**src/rtl/key_sw_io_device.sv**
```systemverilog
// Memory-mapped KEY/SW input responder: two-flop synchronizers, whole-vector
// debounce, data/ctrl registers with ready/overrun status and interrupt requests.

module key_sw_debounce #(
  parameter int W               = 4,
  parameter bit INVERT          = 1'b0,
  parameter int DEBOUNCE_CYCLES = 16,
  parameter int CNT_BITS        = 16
) (
  input  logic         clk,
  input  logic         reset,
  input  logic [W-1:0] rawIn,
  output logic [W-1:0] data,
  output logic         changeEvent
);
  localparam logic [CNT_BITS-1:0] CNT_MAX  = CNT_BITS'(DEBOUNCE_CYCLES);
  localparam logic [CNT_BITS-1:0] CNT_FIRE = CNT_BITS'(DEBOUNCE_CYCLES - 1);
  localparam logic [CNT_BITS-1:0] CNT_ONE  = CNT_BITS'(1);

  logic [W-1:0]        sync1;
  logic [W-1:0]        sync2;
  logic [W-1:0]        sample;
  logic [W-1:0]        prevSample;
  logic [W-1:0]        dataReg;
  logic [CNT_BITS-1:0] cnt;
  logic                stable;

  assign sample = INVERT ? ~sync2 : sync2;
  assign stable = (sample == prevSample);
  // Fires on the edge where the counter reaches the threshold (or holds there).
  assign changeEvent = stable && (cnt >= CNT_FIRE) && (sample != dataReg);
  assign data = dataReg;

  // Synchronizer, stability counter and debounced data register
  always_ff @(posedge clk or negedge reset) begin
    if (!reset) begin
      sync1      <= '0;
      sync2      <= '0;
      prevSample <= '0;
      cnt        <= '0;
      dataReg    <= '0;
    end else begin
      sync1      <= rawIn;
      sync2      <= sync1;
      prevSample <= sample;
      if (!stable) begin
        cnt <= '0;
      end else if (cnt < CNT_MAX) begin
        cnt <= cnt + CNT_ONE;
      end else begin
        cnt <= cnt;
      end
      if (changeEvent) begin
        dataReg <= sample;
      end else begin
        dataReg <= dataReg;
      end
    end
  end
endmodule

module key_sw_io_device #(
  parameter logic [31:0] ADDR_KDATA      = 32'hF000_0010,
  parameter logic [31:0] ADDR_SDATA      = 32'hF000_0014,
  parameter logic [31:0] ADDR_KCTRL      = 32'hF000_0110,
  parameter logic [31:0] ADDR_SCTRL      = 32'hF000_0114,
  parameter int          DEBOUNCE_CYCLES = 16,
  parameter int          CNT_BITS        = 16
) (
  input  logic        clk,
  input  logic        reset,
  input  logic [31:0] addr,
  input  logic [31:0] wrData,
  input  logic        isLoad,
  input  logic        isStore,
  input  logic [3:0]  KEY,
  input  logic [9:0]  SW,
  output logic [31:0] rdData,
  output logic        hit,
  output logic        kIntr,
  output logic        sIntr
);
  logic [3:0] kData;
  logic [9:0] sData;
  logic       kEvt, sEvt;
  logic       kReady, kOvr, kIe;
  logic       sReady, sOvr, sIe;
  logic [2:0] kNext, sNext;
  logic       loadOp;
  logic       kClrReady, sClrReady, kClrOvr, sClrOvr, kWrIe, sWrIe;
  logic       unusedWr;

  key_sw_debounce #(.W(4), .INVERT(1'b1), .DEBOUNCE_CYCLES(DEBOUNCE_CYCLES), .CNT_BITS(CNT_BITS))
    kDeb (.clk(clk), .reset(reset), .rawIn(KEY), .data(kData), .changeEvent(kEvt));
  key_sw_debounce #(.W(10), .INVERT(1'b0), .DEBOUNCE_CYCLES(DEBOUNCE_CYCLES), .CNT_BITS(CNT_BITS))
    sDeb (.clk(clk), .reset(reset), .rawIn(SW), .data(sData), .changeEvent(sEvt));

  // A store wins over a simultaneous (illegal) load.
  assign loadOp    = isLoad & ~isStore;
  assign kWrIe     = isStore & (addr == ADDR_KCTRL);
  assign sWrIe     = isStore & (addr == ADDR_SCTRL);
  assign kClrReady = (loadOp & (addr == ADDR_KDATA)) | (kWrIe & ~wrData[0]);
  assign sClrReady = (loadOp & (addr == ADDR_SDATA)) | (sWrIe & ~wrData[0]);
  assign kClrOvr   = kWrIe & ~wrData[2];
  assign sClrOvr   = sWrIe & ~wrData[2];
  assign unusedWr  = ^{wrData[31:9], wrData[7:3], wrData[1]};

  // Returns {ie, overrun, ready}; a change event beats any ready clear.
  function automatic logic [2:0] ctrlNext(input logic ready, input logic ovr, input logic ie,
                                          input logic evt, input logic clrReady,
                                          input logic clrOvr, input logic wrIe, input logic newIe);
    logic rdyN, ovrN, ieN;
    if (evt) begin
      rdyN = 1'b1;
      ovrN = (ready & ~clrReady) | (ovr & ~clrOvr);
    end else begin
      rdyN = ready & ~clrReady;
      ovrN = ovr & ~clrOvr;
    end
    ieN = wrIe ? newIe : ie;
    return {ieN, ovrN, rdyN};
  endfunction

  // Next-state for both control registers
  always_comb begin
    kNext = ctrlNext(kReady, kOvr, kIe, kEvt, kClrReady, kClrOvr, kWrIe, wrData[8]);
    sNext = ctrlNext(sReady, sOvr, sIe, sEvt, sClrReady, sClrOvr, sWrIe, wrData[8]);
  end

  // Control registers and registered interrupt requests
  always_ff @(posedge clk or negedge reset) begin
    if (!reset) begin
      {kIe, kOvr, kReady} <= 3'b000;
      {sIe, sOvr, sReady} <= 3'b000;
      kIntr               <= 1'b0;
      sIntr               <= 1'b0;
    end else begin
      {kIe, kOvr, kReady} <= kNext;
      {sIe, sOvr, sReady} <= sNext;
      kIntr               <= kReady & kIe;
      sIntr               <= sReady & sIe;
    end
  end

  // Combinational read mux and address decode
  always_comb begin
    rdData = 32'h0000_0000;
    hit    = 1'b0;
    case (addr)
      ADDR_KDATA: begin rdData = {28'h000_0000, kData}; hit = 1'b1; end
      ADDR_SDATA: begin rdData = {22'h00_0000, sData};  hit = 1'b1; end
      ADDR_KCTRL: begin rdData = {23'h00_0000, kIe, 5'h00, kOvr, 1'b0, kReady}; hit = 1'b1; end
      ADDR_SCTRL: begin rdData = {23'h00_0000, sIe, 5'h00, sOvr, 1'b0, sReady}; hit = 1'b1; end
      default:    begin rdData = 32'h0000_0000; hit = 1'b0; end
    endcase
  end
endmodule

```
**config.mk**
```make
export PLATFORM = sky130hd
export DESIGN_NAME = key_sw_io_device
export DESIGN_NICKNAME = d
export VERILOG_FILES = /design/src/rtl/key_sw_io_device.sv
export SDC_FILE = /design/constraint.sdc
export NUM_CORES = 1
export LEC_CHECK = 0
export ABC_AREA = 1
export CAP_MARGIN = 5
export CELL_PAD_IN_SITES_DETAIL_PLACEMENT = 1
export CELL_PAD_IN_SITES_GLOBAL_PLACEMENT = 1
export CORE_MARGIN = 3
export CORE_UTILIZATION = 34
export DETAILED_ROUTE_END_ITERATION = 6
export GPL_TIMING_DRIVEN = 0
export PLACE_DENSITY = 0.74
export SLEW_MARGIN = 15
export SYNTH_ARGS = -nofsm -noshare
export SYNTH_HDL_FRONTEND = slang
export SYNTH_SLANG_ARGS = --single-unit
```
**constraint.sdc**
```tcl
create_clock -name clk -period 2.9 [get_ports clk]
set_input_delay 0.58 -clock clk [delete_from_list [all_inputs] [get_ports clk]]
set_output_delay 0.58 -clock clk [all_outputs]
set_load 0.01 [all_outputs]
```
==> metrics.txt <==
run status completed; minimum setup slack among reg-to-reg paths around 1.3 ns; cells after synthesis between 400 and 500; number of distinct library cell variants in the gate-level netlist after synthesis 26; number of antenna violations at the first check in global routing 0; clock net sink count 96; vias post-DR 3276; count of non-filler cells in the finished layout 767; final core utilization 45.7%; clock latency reported for the late side of the worst-skew pair 0.33 ns; endpoint of the most critical register-to-register path sDeb.data[7]; fill cell instance count of the final layout 1444; pins over their slew limit 0; endpoint kind of the worst setup timing path output pin; Relative slew margins 58.6%; vias per cell 4.27; number of nets with antenna violations after detailed routing 0; number of flops mapped to enable cells by yosys 0; TritonRoute pass-1 iters 4; Total Negative Setup Slacks 0 ns; wire length of the first global-routing pass 16.5 mm; fraction of layout cells with a size suffix above 1 12.0%; Max IR drop VDD about 0.26 mV; leak pwr 2.72 nW; worst slew pin tran 0.621 ns; DR WL/cell 12.3 um; total of max-cap violations 0; worst-case clock skew roughly 0.0045 ns; crit path time final 2.78 ns; floorplan row count 40; number of instances in the placed design 750; remaining design rule violation count 0; area of the mapped netlist between 0.004 and 0.005 mm^2; Crit Reg-Reg Startpoint sDeb.sample[9]; Worst R2R Path Depth 8; sequential share of the synthesized area 56.3%; largest net degree at the start of global routing 52; Pwr per Cell Area slightly below 500 mW/mm^2; # H-tree levels 3; required time at the endpoint of the critical path 2.32 ns; weighted congestion at the end of routability-driven global placement 0.753; total CTS buffers 9; total of warnings raised by yosys 0; placement-stage cell area 0.00523 mm^2; Post-layout nets about 680; top achievable clock speed ~0.36 GHz; number of global-route vias before repair around 3600; estimated wirelength of the detail-placed design 7.29 mm; share of async-settable or async-resettable flops after synthesis 100%; worst hold path type in2async; all-layer global routing usage about 14%; number of flip-flops and latches in the synthesized netlist 96; arrival time at the worst endpoint 2.20 ns; DR iter-0 viols 123; finished layout cell area 0.00556 mm^2; number of antenna diodes 0; x dimension of the die 118 um; starting density of the core between 30% and 40%; number of ports placed on the die boundary 117; core box area 0.0122 mm^2; final worst path period share 95.8%; hold violation count in the final report 0; Vert. Die Dim between 100 and 150 um; category of the most critical setup path in2out; Critical Path Start Type input port; TritonCTS clock tree built; Worst-path clk slew 0.06 ns; count of input and output buffers 65; clock tree root buffer cell sky130_fd_sc_hd__clkbuf_16; full die area between 0.01 and 0.015 mm^2; clock tree buffer depth 2; leftover overflow at the end of global routing 0; overall power of the completed layout 2.72 mW; signed area change from the synthesized netlist to the final layout 30.4%; Routed Wire Length between 9 and 10 mm; timing startpoint of the critical path addr[29]; count of final setup violators 0; Max Fanout on Critical Path 5; commonest register cell after synthesis sky130_fd_sc_hd__dfrtp_1; per-instance average area after synthesis 8.62 um^2
[through the flow]
step	hold slack, ns	setup slack (ns)
after floorplan	0.284	0.830
after global placement	0.333	-2.23
after detailed placement	0.336	-0.534
after CTS	0.279	0.0717
after global routing	0.291	-0.0237
final	0.252	0.122
[repair_timing]
item	4_1_cts	5_1_grt
gates cloned	0	0
setup buffers	1	0
setup endpoints to repair	11	5
hold buffers	0	0
pin swaps	3	2
gates resized for setup	21	8
[synthesized netlist by cell type (5+ instances only)]
| library cell | n | area share, % |
|---|---|---|
| sky130_fd_sc_hd__nor2_1 | 87 | 7.7 |
| sky130_fd_sc_hd__inv_2 | 5 | 0.44 |
| sky130_fd_sc_hd__o21ai_0 | 13 | 1.5 |
| sky130_fd_sc_hd__nand2_1 | 114 | 10 |
| sky130_fd_sc_hd__inv_1 | 82 | 7.2 |
| sky130_fd_sc_hd__a21oi_1 | 5 | 0.59 |
| sky130_fd_sc_hd__dfrtp_1 | 96 | 56 |
| sky130_fd_sc_hd__o21ai_2 | 8 | 1.6 |
| sky130_fd_sc_hd__nand3_1 | 17 | 2.0 |
| sky130_fd_sc_hd__xor2_1 | 10 | 2.1 |
| sky130_fd_sc_hd__buf_4 | 22 | 3.9 |
| sky130_fd_sc_hd__nand4_1 | 8 | 1.2 |
[power breakdown]
group	switching, mW	leakage (nW)	internal, mW
combinational	0.100	1.34	0.109
clock	0.469	0.145	0.647
sequential	0.0216	1.23	1.37
[sequential cells by signal (all words and copies together) (netlist names), 10 cells and up]
signal / count
sDeb.cnt: 16
sDeb.data: 10
sDeb.sample: 10
sDeb.sync1: 10
sDeb.prevSample: 10
kDeb.cnt: 16
[layout by cell type, fill, tap and decap left out, drive strengths merged, types with 8 or more instances in the layout]
master	Yosys	final
nand4	8	8
clkdlybuf4s50	0	53
xor2	10	10
buf	25	28
nand2	114	114
o21ai	25	25
conb	1	22
nor2	92	92
inv	87	87
dlygate4sd2	0	8
dfrtp	96	96
nand3	18	18
clkbuf	1	14
[logic make-up after synthesis]
kind of cell	after synthesis	synth area share [%]
xor gates and xnor gates	14	2.87
AOI/OAI and AO/OA	34	4.90
and+or+nand+nor	235	22.8
other	1	0.0879
DFF	96	56.3
adders and majority gates	2	0.587
buffers and inverters	113	12.4
[worst max path at each step]
stage                              end  slack, ns  cells past startpoint
after floorplan              rdData[1]       0.83                      6
after global placement    kDeb.cnt[12]      -2.23                      1
after detailed placement     rdData[2]      -0.53                     10
after CTS                    rdData[2]       0.07                     10
after global routing         rdData[1]      -0.02                     10
final                        rdData[1]       0.12                     10
[cell type report]
type                       instances  area, um^2  share of cell area (%)
clock buffer                      13         270                    4.86
buffer                            26         203                    3.64
clock inverter                     3        15.0                   0.270
tap                              168         210                    3.78
sequential                        96        2400                    43.2
timing repair buffer              67         673                    12.1
inverter                          87         327                    5.87
multi-input combinational        307        1460                    26.3
[routing by layer]
metal | track usage (%) | part of all wire [%] | vias up
met5 | 0 | 0 | -
met4 | 4.40 | 1.0 | 0
met2 | 24.7 | 49 | 76
li1 | - | - | 1635
met3 | 3.94 | 4.3 | 10
met1 | 17.7 | 45 | 1555
[critical path, cell delays in order]
cell and delay (ns):
sky130_fd_sc_hd__clkdlybuf4s50_1 0.46, sky130_fd_sc_hd__nand2_1 0.07, sky130_fd_sc_hd__nor2_2 0.15, sky130_fd_sc_hd__inv_1 0.05, sky130_fd_sc_hd__nor2_1 0.11, sky130_fd_sc_hd__nand2_2 0.10, sky130_fd_sc_hd__nor2_4 0.18, sky130_fd_sc_hd__nand2_1 0.10
sky130_fd_sc_hd__o21ai_0 0.08, sky130_fd_sc_hd__dlygate4sd2_1 0.31
Power figures use the tool's default switching activity.
==> edit 1 (config.mk and constraints unchanged) <==
`INVERT`: 1'b1 -> 1'b0.
--- a/src/rtl/key_sw_io_device.sv
+++ b/src/rtl/key_sw_io_device.sv
@@ -91,5 +91,5 @@
   logic       unusedWr;
 
-  key_sw_debounce #(.W(4), .INVERT(1'b1), .DEBOUNCE_CYCLES(DEBOUNCE_CYCLES), .CNT_BITS(CNT_BITS))
+  key_sw_debounce #(.W(4), .INVERT(1'b0), .DEBOUNCE_CYCLES(DEBOUNCE_CYCLES), .CNT_BITS(CNT_BITS))
     kDeb (.clk(clk), .reset(reset), .rawIn(KEY), .data(kData), .changeEvent(kEvt));
   key_sw_debounce #(.W(10), .INVERT(1'b0), .DEBOUNCE_CYCLES(DEBOUNCE_CYCLES), .CNT_BITS(CNT_BITS))
Check against the original RTL: same outputs for any inputs over 10 cycles, from zero or initial values and one cycle with reset low; that may be too few to reach the edited logic, so the function may still have changed.
==> edit 1 against the original RTL <==
Synthesized cell count fell by 2.6%. Highest routed layer unchanged. Synthesized area decreased by 0.73%. Cell area decreased by 0.49%. Wire length fell by 4.0%. Sequential cell count unchanged. Power shrank 0.48%. Cell count is 1.8% lower. Maximum frequency rose by 0.25%. Worst setup slack better by 0.0069 ns. Global-route usage fell by 0.52 points. Clock skew rose by 0.0012 ns. Register-to-register slack worse by 0.11 ns.
==> edit 1: results (changes against the original RTL) <==
* GPL Wtd Cong at 0.811 (+7.8%)
* Routed len/inst at 12.1 um (-2.2%)
* Avg Vias per Cell at 4.26 (-0.16%)
* PortBufs at 65 (unchanged)
* FF-to-FF path depth at 10 (+2)
* Most frequent cells after synthesis: 118 x nand2_1, 96 x dfrtp_1, 80 x nor2_1
* Layout Nets at 665 (-1.9%)
* Clock Latency Late Sink at 0.34 ns
* Post-synthesis sequential area ratio at 56.7% (+0.42 points)
* FF-to-FF End: sDeb.data[0]
* Detailed route wirelength on metal3 at 359 um (-11%)
* P_leak at 2.78 nW (+2.0%)
* Vias in the first global route at 3506 (-1.8%)
* Critical Path Fanout Max at 6 (+1)
* Status: complete, no violations
* Fillers at 1467 (+1.6%)
* Max VDD drop at 256 uV (-2.5%)
* Worst Skew at 0.00568 ns (+0.00119 ns)
* Largest net degree at the start of global routing at 53 (+1.9%)
* Initial DRC count at 47 (-62%)
* Distinct cells, synth at 27 (+3.8%)
* DRT met1 WL at 4150 um (-3.3%)
* First-pass GRT wire length at 16000 um (-2.6%)
* Share of cells above drive strength 1 at 11.5% (-0.57 points)
* GRT Util Overall at 13.9% (-0.52 points)
* Post-DP HPWL at 7030 um (-3.5%)
* DR WL met2 at 4410 um (-5.7%)
* R2r startpoint: sDeb.sample[5]
* Top post-synthesis cells by area: dfrtp_1 57%, nand2_1 10%, nor2_1 7.1%, inv_1 6.7%, buf_4 3.9%
* R2R Setup Slk at 1.21 ns (-0.11 ns)
[edit 1: cell count changes after synthesis, sizes merged, moves of 3 or more]
cell	unedited run	this run
xnor2	4	14
inv	87	79
nor2	92	84
o21ai	25	17
nand2	114	118
nand4	8	5
[edit 1: cell families after synthesis]
logic type / share of synthesized area [%]
AOI/OAI and AO/OA: 3.84
adders and majority gates: 0.591
DFF: 56.7
buffers and inverters: 11.9
xor gates and xnor gates: 4.55
other: 0.0886
and+or+nand+nor: 22.3
[edit 1: layout make-up]
cell class	instances	area, um^2	share of cell area [%]
plain buffers	26	206	3.73
well taps	168	210	3.80
clock buffers	10	229	4.14
multi-input cells	302	1460	26.3
clock inverters	5	40.0	0.723
repair buffers	67	693	12.5
inverters	79	297	5.36
flip-flops and latches	96	2400	43.4
[edit 1: power by group]
part | total (mW) | internal [mW] | switching, mW
Clock | 1.09 | 0.586 | 0.500
Combinational | 0.215 | 0.116 | 0.0992
Sequential | 1.40 | 1.37 | 0.0287
[edit 1: how the worst max path moves through the flow]
| stage | endpoint | slack [ns] | start |
|---|---|---|---|
| after floorplan | rdData[0] | 0.85 | addr[29] |
| after global placement | sDeb.sync1[4] | -2.31 | reset |
| after detailed placement | rdData[0] | -0.53 | addr[29] |
| after CTS | rdData[6] | 0.006 | addr[29] |
| after global routing | rdData[2] | 0.004 | addr[21] |
| final | rdData[3] | 0.13 | addr[28] |
[edit 1: layer usage]
metal / global-route usage (%) / vias to the layer above
li1: - / 1596
met3: 2.59 / 17
met1: 16.9 / 1519
met2: 24.2 / 79
met5: 0 / -
met4: 5.93 / 0
[edit 1: metrics by stage]
| step | power, mW | instance area [um^2] | hold WS (ns) | cells | worst slack (ns) |
|---|---|---|---|---|---|
| floorplan | 1.52 | 4310 | 0.284 | 503 | 0.854 |
| global placement | 1.63 | 5170 | 0.333 | 736 | -2.31 |
| detailed placement | 1.64 | 5200 | 0.336 | 737 | -0.533 |
| CTS | 2.74 | 5500 | 0.174 | 753 | 0.00634 |
| global route | 2.82 | 5540 | 0.189 | 753 | 0.00374 |
| finish | 2.70 | 5540 | 0.162 | 753 | 0.128 |
[edit 1: worst max-delay path, stage by stage]
cell and delay, ns:
clkdlybuf4s50_1 0.46, nand2_1 0.06, nor2_2 0.14, inv_1 0.05, nor2_1 0.08, nand2_1 0.13, nor2_4 0.21, a22o_1 0.17
dlygate4sd2_1 0.32
[edit 1: timing repair]
action,CTS,global route
cloned,0,0
resized for setup,15,12
setup buffers,1,0
pin swaps,1,1
setup endpoints to repair,11,11
endpoints found under the hold margin,0,0
==> edit 2 (same settings) <==
Without the edit above. `prevSample` no longer has a reset.
--- a/src/rtl/key_sw_io_device.sv
+++ b/src/rtl/key_sw_io_device.sv
@@ -37,5 +37,4 @@
       sync1      <= '0;
       sync2      <= '0;
-      prevSample <= '0;
       cnt        <= '0;
       dataReg    <= '0;
@@ -43,5 +42,4 @@
       sync1      <= rawIn;
       sync2      <= sync1;
-      prevSample <= sample;
       if (!stable) begin
         cnt <= '0;
@@ -57,4 +55,8 @@
       end
     end
+  end
+
+  always_ff @(posedge clk) begin
+    prevSample <= sample;
   end
 endmodule
Check against the original RTL: same outputs for any inputs over 10 cycles, from zero or initial values and one cycle with reset low; that may be too few to reach the edited logic, so the function may still have changed.
==> edit 2 against the original RTL <==
Synthesized cell count is 2.0% lower. Synthesized area is 1.8% lower. Power is 2.6% higher. Cell area is 2.3% lower. Wire length is 0.73% lower. Combinational power is 3% higher. Sequential cell count stayed put. Worst setup slack better by 0.014 ns. Critical path type unchanged. Largest cell class unchanged.
==> edit 2: results (changes against the original RTL) <==
* Initial core utilization at 35.7% (+0.68 points)
* Critical path's slowest cell: clkdlybuf4s50_1
* Distinct cells, synth at 29 (+12%)
* Met2 usage at 26.5% (+1.7 points)
* Cts bufs inserted at 9 (unchanged)
* Post-DP HPWL at 7230 um (-0.71%)
* Crit path capture: rdData[6]
* Most frequent cells after synthesis: 116 x nand2_1, 82 x dfrtp_1, 78 x inv_1
* Top post-synthesis cells by area: dfrtp_1 49%, nand2_1 10%, inv_1 7.0%, dfxtp_1 6.7%, nor2_1 6.4%
* Asr flop ratio synth at 85.4% (-15 points)
* Detailed route wirelength on metal3 at 499 um (+24%)
* Tmin final at 2.76 ns (-0.0142 ns)
* FF-to-FF path depth at 10 (+2)
* Worst Setup SP: addr[31]
* Layout Nets at 670 (-1.2%)
* Initial DRC count at 63 (-49%)
* Worst Hold Class: in2async
* FF-to-FF End: sDeb.data[8]
* Clock Latency Late Sink at around 0.34 ns
* Critical path's largest stage delay at 0.46 ns (about the same)
* Status: complete, no violations
* DRT met1 WL at 3990 um (-7.1%)
* WHS at 0.179 ns (-0.0729 ns)
* Largest net degree at the start of global routing at 53 (+1.9%)
* First-pass GRT wire length at 15800 um (-3.7%)
* Post-Place Setup Slack at -0.496 ns (+0.0382 ns)
* Max VDD drop at 260 uV (-0.89%)
* Post-synthesis sequential area ratio at 55.7% (-0.61 points)
* Cell Area, Placed at 0.00512 mm^2 (-2.1%)
* CTS Buffer Depth at 2 (unchanged)
* GR Util met3 at 3.44% (-0.50 points)
* GR Layer Usage met1 at 16.8% (-0.90 points)
* P_leak at 2.65 nW (-2.6%)
* Share of cells above drive strength 1 at 12.9% (+0.84 points)
* DR WL met2 at 4760 um (+1.8%)
* Critical path arrival at 2.18 ns (-0.02 ns)
* Setup Fix Bufs, Post-CTS at 3 (+2)
* R2r startpoint: sDeb.sample[4]
* GRT Util Overall at 14.6% (+0.20 points)
* Depth of the CTS H-tree at 3 (unchanged)
* Avg Vias per Cell at 4.45 (+4.1%)
* PostCTS Resize Cnt at 17 (-19%)
* Worst Skew at 0.0109 ns (+0.00645 ns)
* Vias in the first global route at 3552 (-0.56%)
* GPL Wtd Cong at 0.758 (+0.76%)
* Routed len/inst at 12.8 um (+3.7%)
* R2R Setup Slk at 1.31 ns
## edit 2: per-stage QoR
stage	TNS, ns	std cells
final	0	734
after global placement	-141.41	714
after detailed placement	-4.32	715
after CTS	0	734
after global routing	-0.0416	734
after floorplan	0	506
## edit 2: final cells by class
type | count | area [um^2]
buffer | 25 | 199
inverter | 84 | 315
fill | 1405 | 6280
clock buffer | 12 | 246
clock inverter | 4 | 52.6
tap | 143 | 179
sequential | 96 | 2330
multi-input combinational | 301 | 1450
timing repair buffer | 69 | 662
## edit 2: where the power goes
part           switching, mW  internal (mW)
Sequential            0.0286           1.37
Clock                  0.473          0.695
Combinational          0.102          0.114
Total                  0.604           2.18
## edit 2: cells by family after synthesis
family,share of synthesized area [%]
compound gates,5.26
xor+xnor,2.72
fa+ha+maj,0.598
buf+inv,12.3
flops,55.7
other cells,0.0896
simple gates,23.3
